===== src/rtl/imem_dmem_arbiter_pkg.sv =====
// ---------------------------------------------------------------------------
// imem_dmem_arbiter_pkg
//   Shared types for the instruction/data memory arbiter:
//     word_t        - 32-bit machine word
//     mem_owner_e   - which requester owns an in-flight read response
//     mem_req_t     - bundled request (req / we / addr / wdata)
//   plus default parameter values and a small helper that maps the winning
//   grant to the owner tag recorded for the response cycle.
// ---------------------------------------------------------------------------
package imem_dmem_arbiter_pkg;

    typedef logic [31:0] word_t;

    localparam int ADDR_WIDTH_DEFAULT   = 9;
    localparam int MAX_D_STREAK_DEFAULT = 4;

    // The starvation counter is 4 bits wide, which bounds MAX_D_STREAK to 1..15.
    localparam int STREAK_WIDTH = 4;

    typedef enum logic {
        OWNER_FETCH = 1'b0,
        OWNER_DATA  = 1'b1
    } mem_owner_e;

    typedef struct packed {
        logic  req;
        logic  we;
        word_t addr;
        word_t wdata;
    } mem_req_t;

    // Owner tag for a read granted this cycle: data wins the tag whenever
    // the data side holds the grant, otherwise the read belongs to fetch.
    function automatic mem_owner_e owner_of(input logic data_granted);
        return data_granted ? OWNER_DATA : OWNER_FETCH;
    endfunction

endpackage


===== src/rtl/imem_dmem_arbiter_arb_streak_counter.sv =====
// ---------------------------------------------------------------------------
// arb_streak_counter
//   Starvation guard for the fetch requester. Counts consecutive data grants
//   issued while fetch is waiting and raises fetch_prio once the count has
//   reached MAX_D_STREAK, which forces the next contended cycle to fetch.
//
//   Ports:
//     clk        in   core clock
//     rst_n      in   asynchronous active-low reset (clears the streak)
//     i_req      in   fetch request pending
//     i_gnt      in   fetch granted this cycle
//     d_gnt      in   data granted this cycle
//     fetch_prio out  fetch must win the next contended cycle
// ---------------------------------------------------------------------------
module arb_streak_counter
    import imem_dmem_arbiter_pkg::*;
#(
    parameter int MAX_D_STREAK = MAX_D_STREAK_DEFAULT
) (
    input  logic clk,
    input  logic rst_n,
    input  logic i_req,
    input  logic i_gnt,
    input  logic d_gnt,
    output logic fetch_prio
);

    localparam logic [STREAK_WIDTH-1:0] STREAK_MAX = STREAK_WIDTH'(MAX_D_STREAK);
    localparam logic [STREAK_WIDTH-1:0] STREAK_ONE = STREAK_WIDTH'(1);

    logic [STREAK_WIDTH-1:0] streak_q;
    logic [STREAK_WIDTH-1:0] streak_next;

    // The streak only means something while fetch is actually waiting:
    // any fetch grant, or fetch dropping its request, starts it over.
    always_comb begin
        streak_next = streak_q;
        if (i_gnt || !i_req) begin
            streak_next = '0;
        end else if (d_gnt && (streak_q < STREAK_MAX)) begin
            streak_next = streak_q + STREAK_ONE;
        end
    end

    always_ff @(posedge clk or negedge rst_n) begin
        if (!rst_n) begin
            streak_q <= '0;
        end else begin
            streak_q <= streak_next;
        end
    end

    // Decided purely from registered state, so the grant logic that
    // consumes it has no combinational path back into the counter.
    assign fetch_prio = (streak_q >= STREAK_MAX);

endmodule


===== src/rtl/imem_dmem_arbiter.sv =====
// ---------------------------------------------------------------------------
// imem_dmem_arbiter
//   Shares one single-port, synchronous-read unified memory between the
//   fetch stage (read-only) and the memory stage (load/store). One access is
//   granted per cycle; data has priority, bounded by a starvation guard that
//   hands fetch the port after MAX_D_STREAK consecutive contended data
//   grants. Read data returns one cycle after the grant and is steered to
//   the requester that owned the read.
//
//   Ports:
//     clk, rst_n                 clock, asynchronous active-low reset
//     i_req/i_addr/i_flush       fetch request, byte address, redirect flush
//     i_gnt/i_rvalid/i_rdata     fetch grant, response valid, response data
//     d_req/d_we/d_addr/d_wdata  data request, store flag, address, store data
//     d_gnt/d_rvalid/d_rdata     data grant, load valid, load data
//     StallF/StallM              requester waiting and not granted (comb.)
//     mem_en/mem_we/mem_addr     memory strobe, write enable, word address
//     mem_wdata/mem_rdata        memory write data, read data (1-cycle lat.)
// ---------------------------------------------------------------------------
module imem_dmem_arbiter
    import imem_dmem_arbiter_pkg::*;
#(
    parameter int ADDR_WIDTH   = ADDR_WIDTH_DEFAULT,
    parameter int MAX_D_STREAK = MAX_D_STREAK_DEFAULT
) (
    input  logic                  clk,
    input  logic                  rst_n,

    input  logic                  i_req,
    input  logic [31:0]           i_addr,
    input  logic                  i_flush,
    output logic                  i_gnt,
    output logic                  i_rvalid,
    output logic [31:0]           i_rdata,

    input  logic                  d_req,
    input  logic                  d_we,
    input  logic [31:0]           d_addr,
    input  logic [31:0]           d_wdata,
    output logic                  d_gnt,
    output logic                  d_rvalid,
    output logic [31:0]           d_rdata,

    output logic                  StallF,
    output logic                  StallM,

    output logic                  mem_en,
    output logic                  mem_we,
    output logic [ADDR_WIDTH-1:0] mem_addr,
    output logic [31:0]           mem_wdata,
    input  logic [31:0]           mem_rdata
);

    // -----------------------------------------------------------------------
    // Request bundling
    // -----------------------------------------------------------------------
    mem_req_t fetch_req;
    mem_req_t data_req;
    mem_req_t sel_req;

    assign fetch_req = '{req: i_req, we: 1'b0, addr: i_addr, wdata: '0};
    assign data_req  = '{req: d_req, we: d_we, addr: d_addr, wdata: d_wdata};

    // -----------------------------------------------------------------------
    // Grant decision
    // -----------------------------------------------------------------------
    logic fetch_prio;

    arb_streak_counter #(
        .MAX_D_STREAK (MAX_D_STREAK)
    ) u_streak (
        .clk        (clk),
        .rst_n      (rst_n),
        .i_req      (i_req),
        .i_gnt      (i_gnt),
        .d_gnt      (d_gnt),
        .fetch_prio (fetch_prio)
    );

    // Grants are forced low while reset is asserted so that every output
    // reads 0 during reset, even with requests already raised.
    always_comb begin
        i_gnt = 1'b0;
        d_gnt = 1'b0;
        if (rst_n) begin
            if (d_req && !(i_req && fetch_prio)) begin
                d_gnt = 1'b1;
            end else if (i_req) begin
                i_gnt = 1'b1;
            end
        end
    end

    assign StallF = rst_n & i_req & ~i_gnt;
    assign StallM = rst_n & d_req & ~d_gnt;

    // -----------------------------------------------------------------------
    // Memory port
    // -----------------------------------------------------------------------
    assign sel_req   = d_gnt ? data_req : fetch_req;

    assign mem_en    = i_gnt | d_gnt;
    assign mem_we    = d_gnt & sel_req.we;
    // Byte offset and bits above the memory range are dropped: aliasing
    // across the 32-bit space is intentional and never flagged.
    assign mem_addr  = mem_en ? sel_req.addr[ADDR_WIDTH+1:2] : '0;
    assign mem_wdata = d_gnt ? sel_req.wdata : '0;

    logic unused_addr_bits;
    assign unused_addr_bits = ^{sel_req.req, sel_req.addr[31:ADDR_WIDTH+2], sel_req.addr[1:0]};

    // -----------------------------------------------------------------------
    // Response tracking
    // -----------------------------------------------------------------------
    logic       read_gnt;
    logic       resp_pending_q;
    mem_owner_e resp_owner_q;
    logic       cancel_q;

    // Stores complete at grant time, so only reads leave a response behind.
    assign read_gnt = i_gnt | (d_gnt & ~d_we);

    always_ff @(posedge clk or negedge rst_n) begin
        if (!rst_n) begin
            resp_pending_q <= 1'b0;
            resp_owner_q   <= OWNER_FETCH;
            cancel_q       <= 1'b0;
        end else begin
            resp_pending_q <= read_gnt;
            resp_owner_q   <= owner_of(d_gnt);
            // A fetch granted in the same cycle as a redirect is stale.
            cancel_q       <= i_flush & i_gnt;
        end
    end

    logic fetch_resp;
    logic data_resp;

    assign fetch_resp = resp_pending_q && (resp_owner_q == OWNER_FETCH);
    assign data_resp  = resp_pending_q && (resp_owner_q == OWNER_DATA);

    // A flush arriving in the response cycle also kills the fetch response;
    // data responses are never cancelled.
    assign i_rvalid = fetch_resp & ~cancel_q & ~i_flush;
    assign d_rvalid = data_resp;

    // Read data is steered bitwise: the owner sees mem_rdata, the other
    // requester sees zero.
    genvar gi;
    generate
        for (gi = 0; gi < 32; gi++) begin : g_rdata_route
            assign i_rdata[gi] = mem_rdata[gi] & fetch_resp;
            assign d_rdata[gi] = mem_rdata[gi] & data_resp;
        end
    endgenerate

endmodule


===== config.mk =====
export PLATFORM = sky130hd
export DESIGN_NAME = imem_dmem_arbiter
export DESIGN_NICKNAME = d
export VERILOG_FILES = /design/src/rtl/imem_dmem_arbiter_pkg.sv /design/src/rtl/imem_dmem_arbiter_arb_streak_counter.sv /design/src/rtl/imem_dmem_arbiter.sv
export SDC_FILE = /design/constraint.sdc
export NUM_CORES = 1
export LEC_CHECK = 0
export ABC_AREA = 1
export CAP_MARGIN = 40
export CORE_AREA = 2 2 96 98
export CTS_CLUSTER_SIZE = 40
export DETAILED_ROUTE_END_ITERATION = 10
export DIE_AREA = 0 0 98 100
export PLACE_DENSITY = 0.71
export SETUP_SLACK_MARGIN = 0.4
export SLEW_MARGIN = 20
export SYNTH_ARGS = -nofsm -noshare
export SYNTH_HDL_FRONTEND = slang
export SYNTH_SLANG_ARGS = --single-unit

===== constraint.sdc =====
create_clock -name clk -period 3.4 [get_ports clk]
set_input_delay 0.68 -clock clk [delete_from_list [all_inputs] [get_ports clk]]
set_output_delay 0.68 -clock clk [all_outputs]
set_load 0.005 [all_outputs]

==> results.sh, run 1 <==
export IMPL_outcome="completed"
export IMPL_p_total_mw=0.505
export IMPL_antenna_found_initial=0
export IMPL_slew_headroom_pct=67.2
export IMPL_fin_area_sq_um=3470
export IMPL_grt_pass1_vias=2082
export IMPL_clk_pin_slew_worst_paths_ns=0.04
export IMPL_placed_cell_area_sq_um=3380
export IMPL_top_usage_layer="met2"
export IMPL_synthDistinctLibCells=20
export IMPL_coreArea_sq_um=8890
export IMPL_gp_congestion=0.694
export IMPL_finalWirelength_mm=5.86
export IMPL_min_period_ns=2.84
export IMPL_start_kind="input port"
export IMPL_tightest_slew_ns=0.491
export IMPL_post_place_ws_ns=0.0942
export IMPL_syn_area_per_cell_sq_um=4.81
export IMPL_cts_root_buf="clkbuf_8"
export IMPL_antennaDiodeCount=0
export IMPL_maxSlewViolCount=0
export IMPL_finalCritPeriodShare_pct=83.4
export IMPL_io_buffers=200
export IMPL_critical_path_max_stage_delay_ns=0.52
export IMPL_worst_setup_path_type="in2out"
export IMPL_avgRoutedWirePerCell_um=10.2
export IMPL_ant_nets=0
export IMPL_p_leak_nw=1.73
export IMPL_seqCellArea_sq_um=175
export IMPL_start_util_pct=14.3
export IMPL_yosysTopAreaCellShare_pct=34.8
export IMPL_drc=0
export IMPL_path_buf_inv=4
export IMPL_crit_path_end_kind="output port"
export IMPL_synth_area_leaders="nor2_1, inv_1, dfrtp_1"
export IMPL_p_per_area_nw_per_um2=145
export IMPL_hold_buffers=0
export IMPL_crit_path_cell_trace="dlygate4sd2_1 -> nand2_4 -> inv_2 -> buf_4 -> nand3_1 -> nand2_1 -> nor2_1 -> clkdlybuf4s50_1"
export IMPL_yosysWarnings=0
export IMPL_fin_tns_setup_ns=0
export IMPL_cts_tree="done"
export IMPL_hpwl_mm=5.05
export IMPL_worst_slack_ns=0.563
export IMPL_worstPathMaxFanout=10
export IMPL_cts_buffers=3
export IMPL_cts_sinks=7
export IMPL_synth_nets=400
export IMPL_ys_top_cells_by_count="nor2_1, inv_1, nand2_1, nand3_1, dfrtp_1"
export IMPL_drv_cap=0
export IMPL_stdcell_count=575
export IMPL_synth_edf_count=0
export IMPL_drt_iter0_drc=37
export IMPL_setup_viol=0
export IMPL_grt_pass1_wl_mm=9.15
export IMPL_synthCells=265
export IMPL_ys_flop_type="dfrtp_1"
export IMPL_clockBufferDepth=2
export IMPL_clkLatencyLatePin_ns=0.22
export IMPL_grt_use_met2_pct=21.4
export IMPL_cpMaxStageDelayCell="clkdlybuf4s50_1"
export IMPL_yosysTopAreaCell="nor2_1"
export IMPL_fillers=926
export IMPL_fp_dieW_um=98
export IMPL_syn_to_final_growth_pct=173
export IMPL_critPathArrivalTime_ns=2.16
export IMPL_irDropWorstVdd_mv=0.166
export IMPL_dieHeight_um=100
export IMPL_multi_input_area_sq_um=744
export IMPL_crit_family="buffers and inverters"
export IMPL_finalHoldViolCount=0
export IMPL_grtUsageMet3_pct=4.60
export IMPL_synth_seq_area_share_pct=13.8
export IMPL_track_usage_pct=10.9
export IMPL_grt_max_degree=34
export IMPL_dp_cells=569
export IMPL_final_layout_size_suffix_gt1_share_pct=4.74
export IMPL_grt_overflow=0
export IMPL_synthArstFlopShare_pct=100
export IMPL_netlist_area_sq_um=1270
export IMPL_nets=600
export IMPL_core_rowCount=35
export IMPL_io_pins=247
export IMPL_firstDrtPassIters=4
export IMPL_max_freq_mhz=353
export IMPL_fin_skew_ns=0.000912
export IMPL_timing_hold_worst_class="reg2reg"
export IMPL_required_ns=2.72
export IMPL_use_met1_pct=11.3
export IMPL_vias_per_cell=3.85
export IMPL_ys_ff_latch=7
export IMPL_htree_levels=1
export IMPL_rsz0062_at_grt="false"
export IMPL_synth_most_common_cell="nor2_1"
export IMPL_vias=2213
export IMPL_fp_dieArea_sq_um=9800
worst paths after layout:
path | endpoint | cells past startpoint | from | slack, ns
worst max-delay path | mem_addr[1] | 8 | rst_n | 0.56
worst min-delay path | u_streak.streak_q[1] | 2 | u_streak.streak_q[1] | 0.52
worst max register to register | resp_pending_q | 3 | u_streak.streak_q[2] | 2.11
worst min register to register | u_streak.streak_q[1] | 2 | u_streak.streak_q[1] | 0.52
max in group asynchronous | u_streak.streak_q[3] | 2 | rst_n | 2.64
min in group asynchronous | cancel_q | 2 | rst_n | 0.64
timing repair:
action                                 CTS  global route
setup endpoints to repair               42            42
endpoints found under the hold margin    0             0
pin swaps                                2             0
cloned                                   1             0
setup buffers                            0             1
resized for setup                        8             2
area by class of cell:
| type | instances | area share, % |
|---|---|---|
| clock buffers | 4 | 1.30 |
| inverters | 83 | 8.97 |
| multi-input cells | 165 | 21.4 |
| flip-flops and latches | 7 | 5.04 |
| well taps | 111 | 4.00 |
| repair buffers | 205 | 59.3 |
where the power goes:
group | internal (mW) | switching (mW)
Sequential | 0.0867 | 0.00178
Combinational | 0.196 | 0.108
Clock | 0.0807 | 0.0316
cells by family (layout without fill, tap and decap cells):
group | Yosys count | count (layout) | synth area share [%]
AOI/OAI and AO/OA | 3 | 3 | 2.36
buffers and inverters | 94 | 292 | 30.5
adders and majority gates | 1 | 1 | 0.982
DFF | 7 | 7 | 13.8
xor gates and xnor gates | 1 | 1 | 0.688
and+or+nand+nor | 159 | 160 | 51.8
worst reg2reg max path, delay by kind of cell (launching register included):
family | cells | cell delay, ns
AO/OA/AOI/OAI | 2 | 0.54
flip-flops | 1 | 0.46
AND/OR/NAND/NOR | 1 | 0.19
cell usage in the layout (no fill, tap or decap):
master,netlist,final
buf_4,0,3
nor2_2,1,1
ha_1,1,1
clkbuf_8,0,3
dlygate4sd2_1,0,2
nand3_1,12,12
nor2_1,118,118
xor2_1,1,1
nand2_4,1,4
inv_1,82,81
nand2_1,21,19
nor3_1,1,1
clkdlybuf4s50_1,0,197
nor2_8,1,1
buf_12,0,1
o21ai_4,0,1
buf_8,0,1
clkbuf_1,3,1
nor2_4,2,2
nand2_2,2,2
o21ai_0,1,1
a21oi_4,1,1
dfrtp_1,7,7
inv_2,1,2
dlymetal6s2s_1,0,1
per-layer routing:
| metal | vias to the layer above | part of all wire, % |
|---|---|---|
| met5 | - | 0 |
| met4 | 0 | 0.14 |
| met3 | 2 | 14 |
| met2 | 148 | 49 |
| met1 | 945 | 37 |
| li1 | 1118 | - |
sequential cells by signal, summed over array words and instances (netlist names):
name and count:
cancel_q 1, resp_owner_q 1, resp_pending_q 1, u_streak.streak_q 4
through the flow:
| stage | util (%) | hold WS, ns |
|---|---|---|
| 3_3_place_gp | 37.8 | 0.485 |
| 4_1_cts | 38.8 | 0.522 |
| 3_5_place_dp | 38.0 | 0.499 |
| 6_report | 39.1 | 0.517 |
| 5_1_grt | 39.1 | 0.552 |
| 2_1_floorplan | - | 0.384 |
Power figures use the tool's default switching activity.
==> run 2, diff against run 1 <==
- clock period: 3.4 -> 2.67 ns (I/O delays scaled with it)
==> run 2 against run 1 <==
Wire length rose by 3.7%. Design area increased by 7.0%. Core utilization up 2.7 points. Via count is 1.5% higher. Register-to-register slack worse by 0.68 ns. Non-clock buffer count grew 15. Critical path depth down 1. Power is 31% higher. Global-route usage up 0.32 points. Sequential cell count did not move. Count of clock-buffer cells in the layout is the same.
==> results.sh, run 2 (synthesized netlist as in run 1, its figures left out) <==
export IMPL_outcome="completed"
export IMPL_p_sw_mw=0.191
export IMPL_worst_setup_path_type="in2out"
export IMPL_ant_nets=0
export IMPL_pwr_share_seq_pct=17.0
export IMPL_firstDrtPassIters=3
export IMPL_placed_cell_area_sq_um=3490
export IMPL_largest_register="u_streak.streak_q"
export IMPL_maxSlewViolCount=0
export IMPL_htree_levels=1
export IMPL_clkLatencyLatePin_ns=0.23
export IMPL_vias_per_cell=3.81
export IMPL_finalWirelength_mm=6.07
export IMPL_p_total_mw=0.662
export IMPL_grt_pass1_wl_mm=9.41
export IMPL_gp_congestion=0.708
export IMPL_grt_overflow=0
export IMPL_cts_buffers=3
export IMPL_core_rowCount=35
export IMPL_drv_cap=0
export IMPL_cts_root_buf="clkbuf_8"
export IMPL_p_leak_nw=2.47
export IMPL_critPathArrivalTime_ns=1.76
export IMPL_mostFrequentLayoutCell="clkdlybuf4s50_1"
export IMPL_antenna_found_initial=0
export IMPL_final_layout_size_suffix_gt1_share_pct=8.79
export IMPL_post_place_ws_ns=-0.102
export IMPL_worst_slack_ns=0.373
export IMPL_avgRoutedWirePerCell_um=10.3
export IMPL_p_comb_share_pct=60.6
export IMPL_drt_iter0_drc=19
export IMPL_nets=614
export IMPL_irDropWorstVdd_mv=0.186
export IMPL_grt_max_degree=35
export IMPL_vias=2247
export IMPL_hpwl_mm=5.07
export IMPL_switching_share_pct=28.8
export IMPL_fp_dieW_um=98
export IMPL_start_kind="input port"
export IMPL_grt_pass1_vias=2119
export IMPL_fp_dieArea_sq_um=9800
export IMPL_fin_skew_ns=0.000541
export IMPL_dieHeight_um=100
export IMPL_internal_power_mw=0.471
export IMPL_syn_to_final_growth_pct=192
export IMPL_cts_tree="done"
export IMPL_cts_sinks=7
export IMPL_min_period_ns=2.30
export IMPL_slew_headroom_pct=77.8
export IMPL_start_util_pct=14.3
export IMPL_timing_hold_worst_class="in2async"
export IMPL_coreArea_sq_um=8890
export IMPL_fin_area_sq_um=3720
export IMPL_clk_pin_slew_worst_paths_ns=0.04
export IMPL_largest_reg_flops=4
export IMPL_p_per_area_nw_per_um2=178
export IMPL_required_ns=2.14
export IMPL_crit_path_end_kind="output port"
export IMPL_track_usage_pct=11.2
export IMPL_clockBufferDepth=2
export IMPL_finalHoldViolCount=0
export IMPL_antennaDiodeCount=0
export IMPL_max_freq_mhz=435
export IMPL_io_pins=247
export IMPL_io_buffers=200
export IMPL_finalCritPeriodShare_pct=86.0
export IMPL_drc=0
export IMPL_clkPwrFrac_pct=22.5
export IMPL_tightest_slew_ns=0.333
export IMPL_worstPathMaxFanout=17
export IMPL_final_cell_mix="clkdlybuf4s50_1, nor2_1, inv_1"
export IMPL_setup_viol=0
export IMPL_rsz0062_at_grt="true"
export IMPL_r2r_cells=4
[run 2: worst max-delay path, stage by stage]
cell             delay, ns
clkdlybuf4s15_2       0.21
nand2_4               0.09
inv_4                 0.09
nand2_4               0.07
buf_12                0.16
nor2_2                0.09
clkdlybuf4s50_1       0.51
[run 2: power by group through the flow]
stage          Combinational, mW  Sequential (mW)  Clock [mW]
2_1_floorplan              0.118            0.113           0
3_3_place_gp               0.401            0.114           0
3_5_place_dp               0.406            0.114           0
4_1_cts                    0.407            0.112       0.153
5_1_grt                    0.440            0.113       0.160
6_report                   0.401            0.112       0.149
[run 2: area by class of cell]
type / instances / area (sq um)
Tap cell: 111 / 139
Multi-Input combinational cell: 164 / 733
Fill cell: 883 / 5170
Clock buffer: 4 / 45.0
Timing Repair Buffer: 220 / 2310
Sequential cell: 7 / 176
Inverter: 83 / 314
[run 2: final timing paths]
| kind | start | to | slack (ns) |
|---|---|---|---|
| worst min-delay path | rst_n | u_streak.streak_q[3] | 0.28 |
| worst max register to register | u_streak.streak_q[2] | resp_pending_q | 1.43 |
| worst min register to register | u_streak.streak_q[1] | u_streak.streak_q[1] | 0.50 |
| min in group clk | u_streak.streak_q[1] | u_streak.streak_q[1] | 0.50 |
| max in group asynchronous | rst_n | u_streak.streak_q[2] | 2.26 |
| worst max-delay path | d_req | mem_wdata[1] | 0.37 |
[run 2: repair_timing]
| item | in CTS | in global routing |
|---|---|---|
| hold buffers | 0 | 0 |
| setup buffers | 3 | 2 |
| setup endpoints to repair | 47 | 44 |
| pin swaps | 2 | 2 |
| hold endpoints to repair | 0 | 0 |
| resized for setup | 23 | 46 |
| cloned | 0 | 1 |
[run 2: through the flow]
step                      hold slack [ns]  std cells  utilization [%]  TNS (ns)
final                               0.278        589             41.8         0
after global routing                0.297        589             41.8         0
after CTS                           0.387        586             40.2         0
after detailed placement            0.498        579             39.3     -2.42
after global placement              0.486        579             39.3     -2.42
after floorplan                     0.238        265                -         0
[run 2: metal layers]
metal | vias up | share of wire [%] | GRT usage [%] | wire length [um]
met5 | - | 0 | 0 | 0
met4 | 0 | 0.44 | 0.855 | 27
met3 | 5 | 13 | 4.39 | 803
met2 | 151 | 50 | 21.1 | 3030
met1 | 945 | 36 | 12.4 | 2220
li1 | 1146 | - | - | -
==> run 3, diff against run 2 <==
- CAP_MARGIN: 40 -> 25
==> results of run 3 <==
No change in the layout: final DEF, timing and power equal those of run 2.
==> RTL change, RTL diff (flow settings as in run 2) <==
Change the package constant `ADDR_WIDTH_DEFAULT` from 9 to 8.
--- a/src/rtl/imem_dmem_arbiter_pkg.sv
+++ b/src/rtl/imem_dmem_arbiter_pkg.sv
@@ -11,7 +11,7 @@
 
     typedef logic [31:0] word_t;
 
-    localparam int ADDR_WIDTH_DEFAULT   = 9;
+    localparam int ADDR_WIDTH_DEFAULT   = 8;
     localparam int MAX_D_STREAK_DEFAULT = 4;
 
     // The starvation counter is 4 bits wide, which bounds MAX_D_STREAK to 1..15.
Ports: changed (resized mem_addr); port bits go from 247 to 246. The function was not compared with the original's and may differ.
==> RTL change against run 2 <==
- synthesized area down 5.4%
- worst setup slack better by 0.027 ns
- non-clock buffer count up 4
- design area about the same
- largest power group unchanged
- sequential cell count unchanged
- critical endpoint is now mem_wdata[8]
- total power down 0.79%
- synthesized cell count down 2.6%
- routed wire length up 5.5%
- first-iteration DRC count up 21%
- clock skew about the same
- sequential share of layout area about the same
- core utilization about the same
==> RTL change: results (changes against run 2) <==
metric,value,unit,change
"CTS clk-pin slew, worst paths",0.04,ns,about the same
vias per cell,3.83,,+0.36%
Yosys top cell area share,36.8,%,+2.0 points
ranking of synthesized cells by area,"nor2_1 (37%), inv_1 (25%), dfrtp_1 (15%)",,
largest net degree at the start of global routing,34,,-2.9%
post-synthesis xor/xnor area fraction,0.727,%,+0.039 points
reg2reg end,resp_pending_q$_DFF_PN0_,,
Hold WC Path Type,primary input to async pin,,
R2R Setup Slk,1.35,ns,-0.08 ns
dpl ws,-0.154,ns,-0.0515 ns
drt pass-1 iters,4,,+1
CTS Buf Count,3,,unchanged
met1 Use GR,12.1,%,-0.28 points
share of cells above drive strength 1,11.7,%,+2.9 points
f_max,0.440,GHz,+1.2%
DP Wirelength,5040,um,-0.54%
Filler Cell Count,890,,+0.79%
status,"complete, no violations",,
vias in the first global route,2203,,+4.0%
adder and majority gate portion of the synthesized area,1.04,%,+0.056 points
root buf cell,clkbuf_8,,
skew final,0.000162,ns,-0.000378 ns
"Slowest-stage cell, CP",clkdlybuf4s50_1,,
"slowest stage delay, CP",0.51,ns,about the same
Netlist cell types,17,,-15%
DRT iter0 DRCs,23,,+4
worst vdd ir,0.103,mV,-44%
CP endpoint,mem_wdata[8],,
sequential area share after synthesis,14.5,%,+0.79 points
Worst R2R Start,u_streak.streak_q[3]$_DFFE_PN0P_,,
"Primary FF master, synth",dfrtp_1,,
Yosys warning count,0,,unchanged
static leakage,2.43,nW,-1.5%
DRC,0,,unchanged
Max-slew headroom,76.2,%,-1.6 points
Buffers on Ports,197,,-1.5%
NumNets Final,615,,+0.16%
Worst R2R Path Depth,5,,+1
Switch Pwr,0.000192,W,+0.48%
Setup CP Type,flop to primary output,,
Compound-Gate Fraction of Synth Area,2.49,%,+0.13 points
Routed WL,6410,um,+5.5%
met2 usage,25.1,%,+4.0 points
gpl congestion,0.723,,+2.0%
Syn Nets,393,,-1.8%
maximum clock insertion buffer count,2,,unchanged
most frequent cells after synthesis,"nor2_1 (118), inv_1 (81), nand2_1 (22)",,
first-pass GRT wire length,9930,um,+5.5%
global-route usage over all layers,12.1,%,+0.94 points
met3 usage,3.13,%,-1.3 points
==> RTL change: cell count changes in the layout (fill, tap and decap cells not counted), sizes merged <==
| cell | run 2 | this run |
|---|---|---|
| clkdlybuf4s15 | 1 | 2 |
| nor2 | 122 | 121 |
| buf | 20 | 29 |
| clkbuf | 6 | 5 |
| dlymetal6s2s | 38 | 36 |
| inv | 83 | 82 |
| clkdlybuf4s50 | 149 | 148 |
| dlygate4sd2 | 10 | 8 |
| nand3 | 12 | 11 |
==> RTL change: layout make-up <==
type	count	area share (%)
clock buffer	4	1.21
inverter	82	8.35
multi-input combinational	162	20.3
sequential	7	4.78
tap	111	3.74
timing repair buffer	224	61.6
==> RTL change: worst max-delay path: cells and delay by family (launching register included) <==
kind | cells | cell delay, ns
flip-flops | 1 | 0.44
AND/OR/NAND/NOR | 2 | 0.21
AO/OA/AOI/OAI | 1 | 0.21
buffers and inverters | 2 | 0.65
==> RTL change: worst min-delay path by stage <==
stage	startpoint	to	slack, ns	depth (start not counted)
3_3_place_gp	u_streak.streak_q[1]$_DFFE_PN0P_	u_streak.streak_q[1]$_DFFE_PN0P_	0.49	2
4_1_cts	rst_n	resp_pending_q$_DFF_PN0_	0.24	2
5_1_grt	rst_n	resp_pending_q$_DFF_PN0_	0.25	2
3_5_place_dp	u_streak.streak_q[1]$_DFFE_PN0P_	u_streak.streak_q[1]$_DFFE_PN0P_	0.50	2
6_report	rst_n	resp_pending_q$_DFF_PN0_	0.24	2
2_1_floorplan	rst_n	cancel_q$_DFF_PN0_	0.24	0
==> RTL change: per-stage QoR <==
stage	cells	cell area (um^2)	total power [W]
after global placement	572	3400	0.000501
final	590	3710	0.000657
after CTS	587	3590	0.000668
after floorplan	258	1200	0.000223
after global routing	590	3710	0.000705
after detailed placement	572	3400	0.000506
==> RTL change: what timing repair did <==
action,CTS,global route
pin swaps,5,4
cloned,2,0
setup endpoints to repair,46,43
resized for setup,37,48
hold buffers,0,0
buffers inserted,9,3
==> RTL change: logic make-up after synthesis <==
| kind of cell | Yosys count |
|---|---|
| adders and majority gates | 1 |
| xor gates and xnor gates | 1 |
| AOI/OAI and AO/OA | 3 |
| buffers and inverters | 91 |
| DFF | 7 |
| and+or+nand+nor | 155 |
==> RTL change: routing by layer <==
metal | share of wire (%) | vias to the layer above
met5 | 0 | -
met3 | 12 | 2
met2 | 52 | 146
met4 | 0.73 | 0
li1 | - | 1146
met1 | 35 | 965
==> RTL change: power by group through the flow <==
stage,clock network [W],logic (W),registers (W)
6_report,0.000147,0.000397,0.000113
5_1_grt,0.000157,0.000435,0.000113
4_1_cts,0.000151,0.000404,0.000113
3_5_place_dp,0,0.000392,0.000114
3_3_place_gp,0,0.000387,0.000114
2_1_floorplan,0,0.000109,0.000113
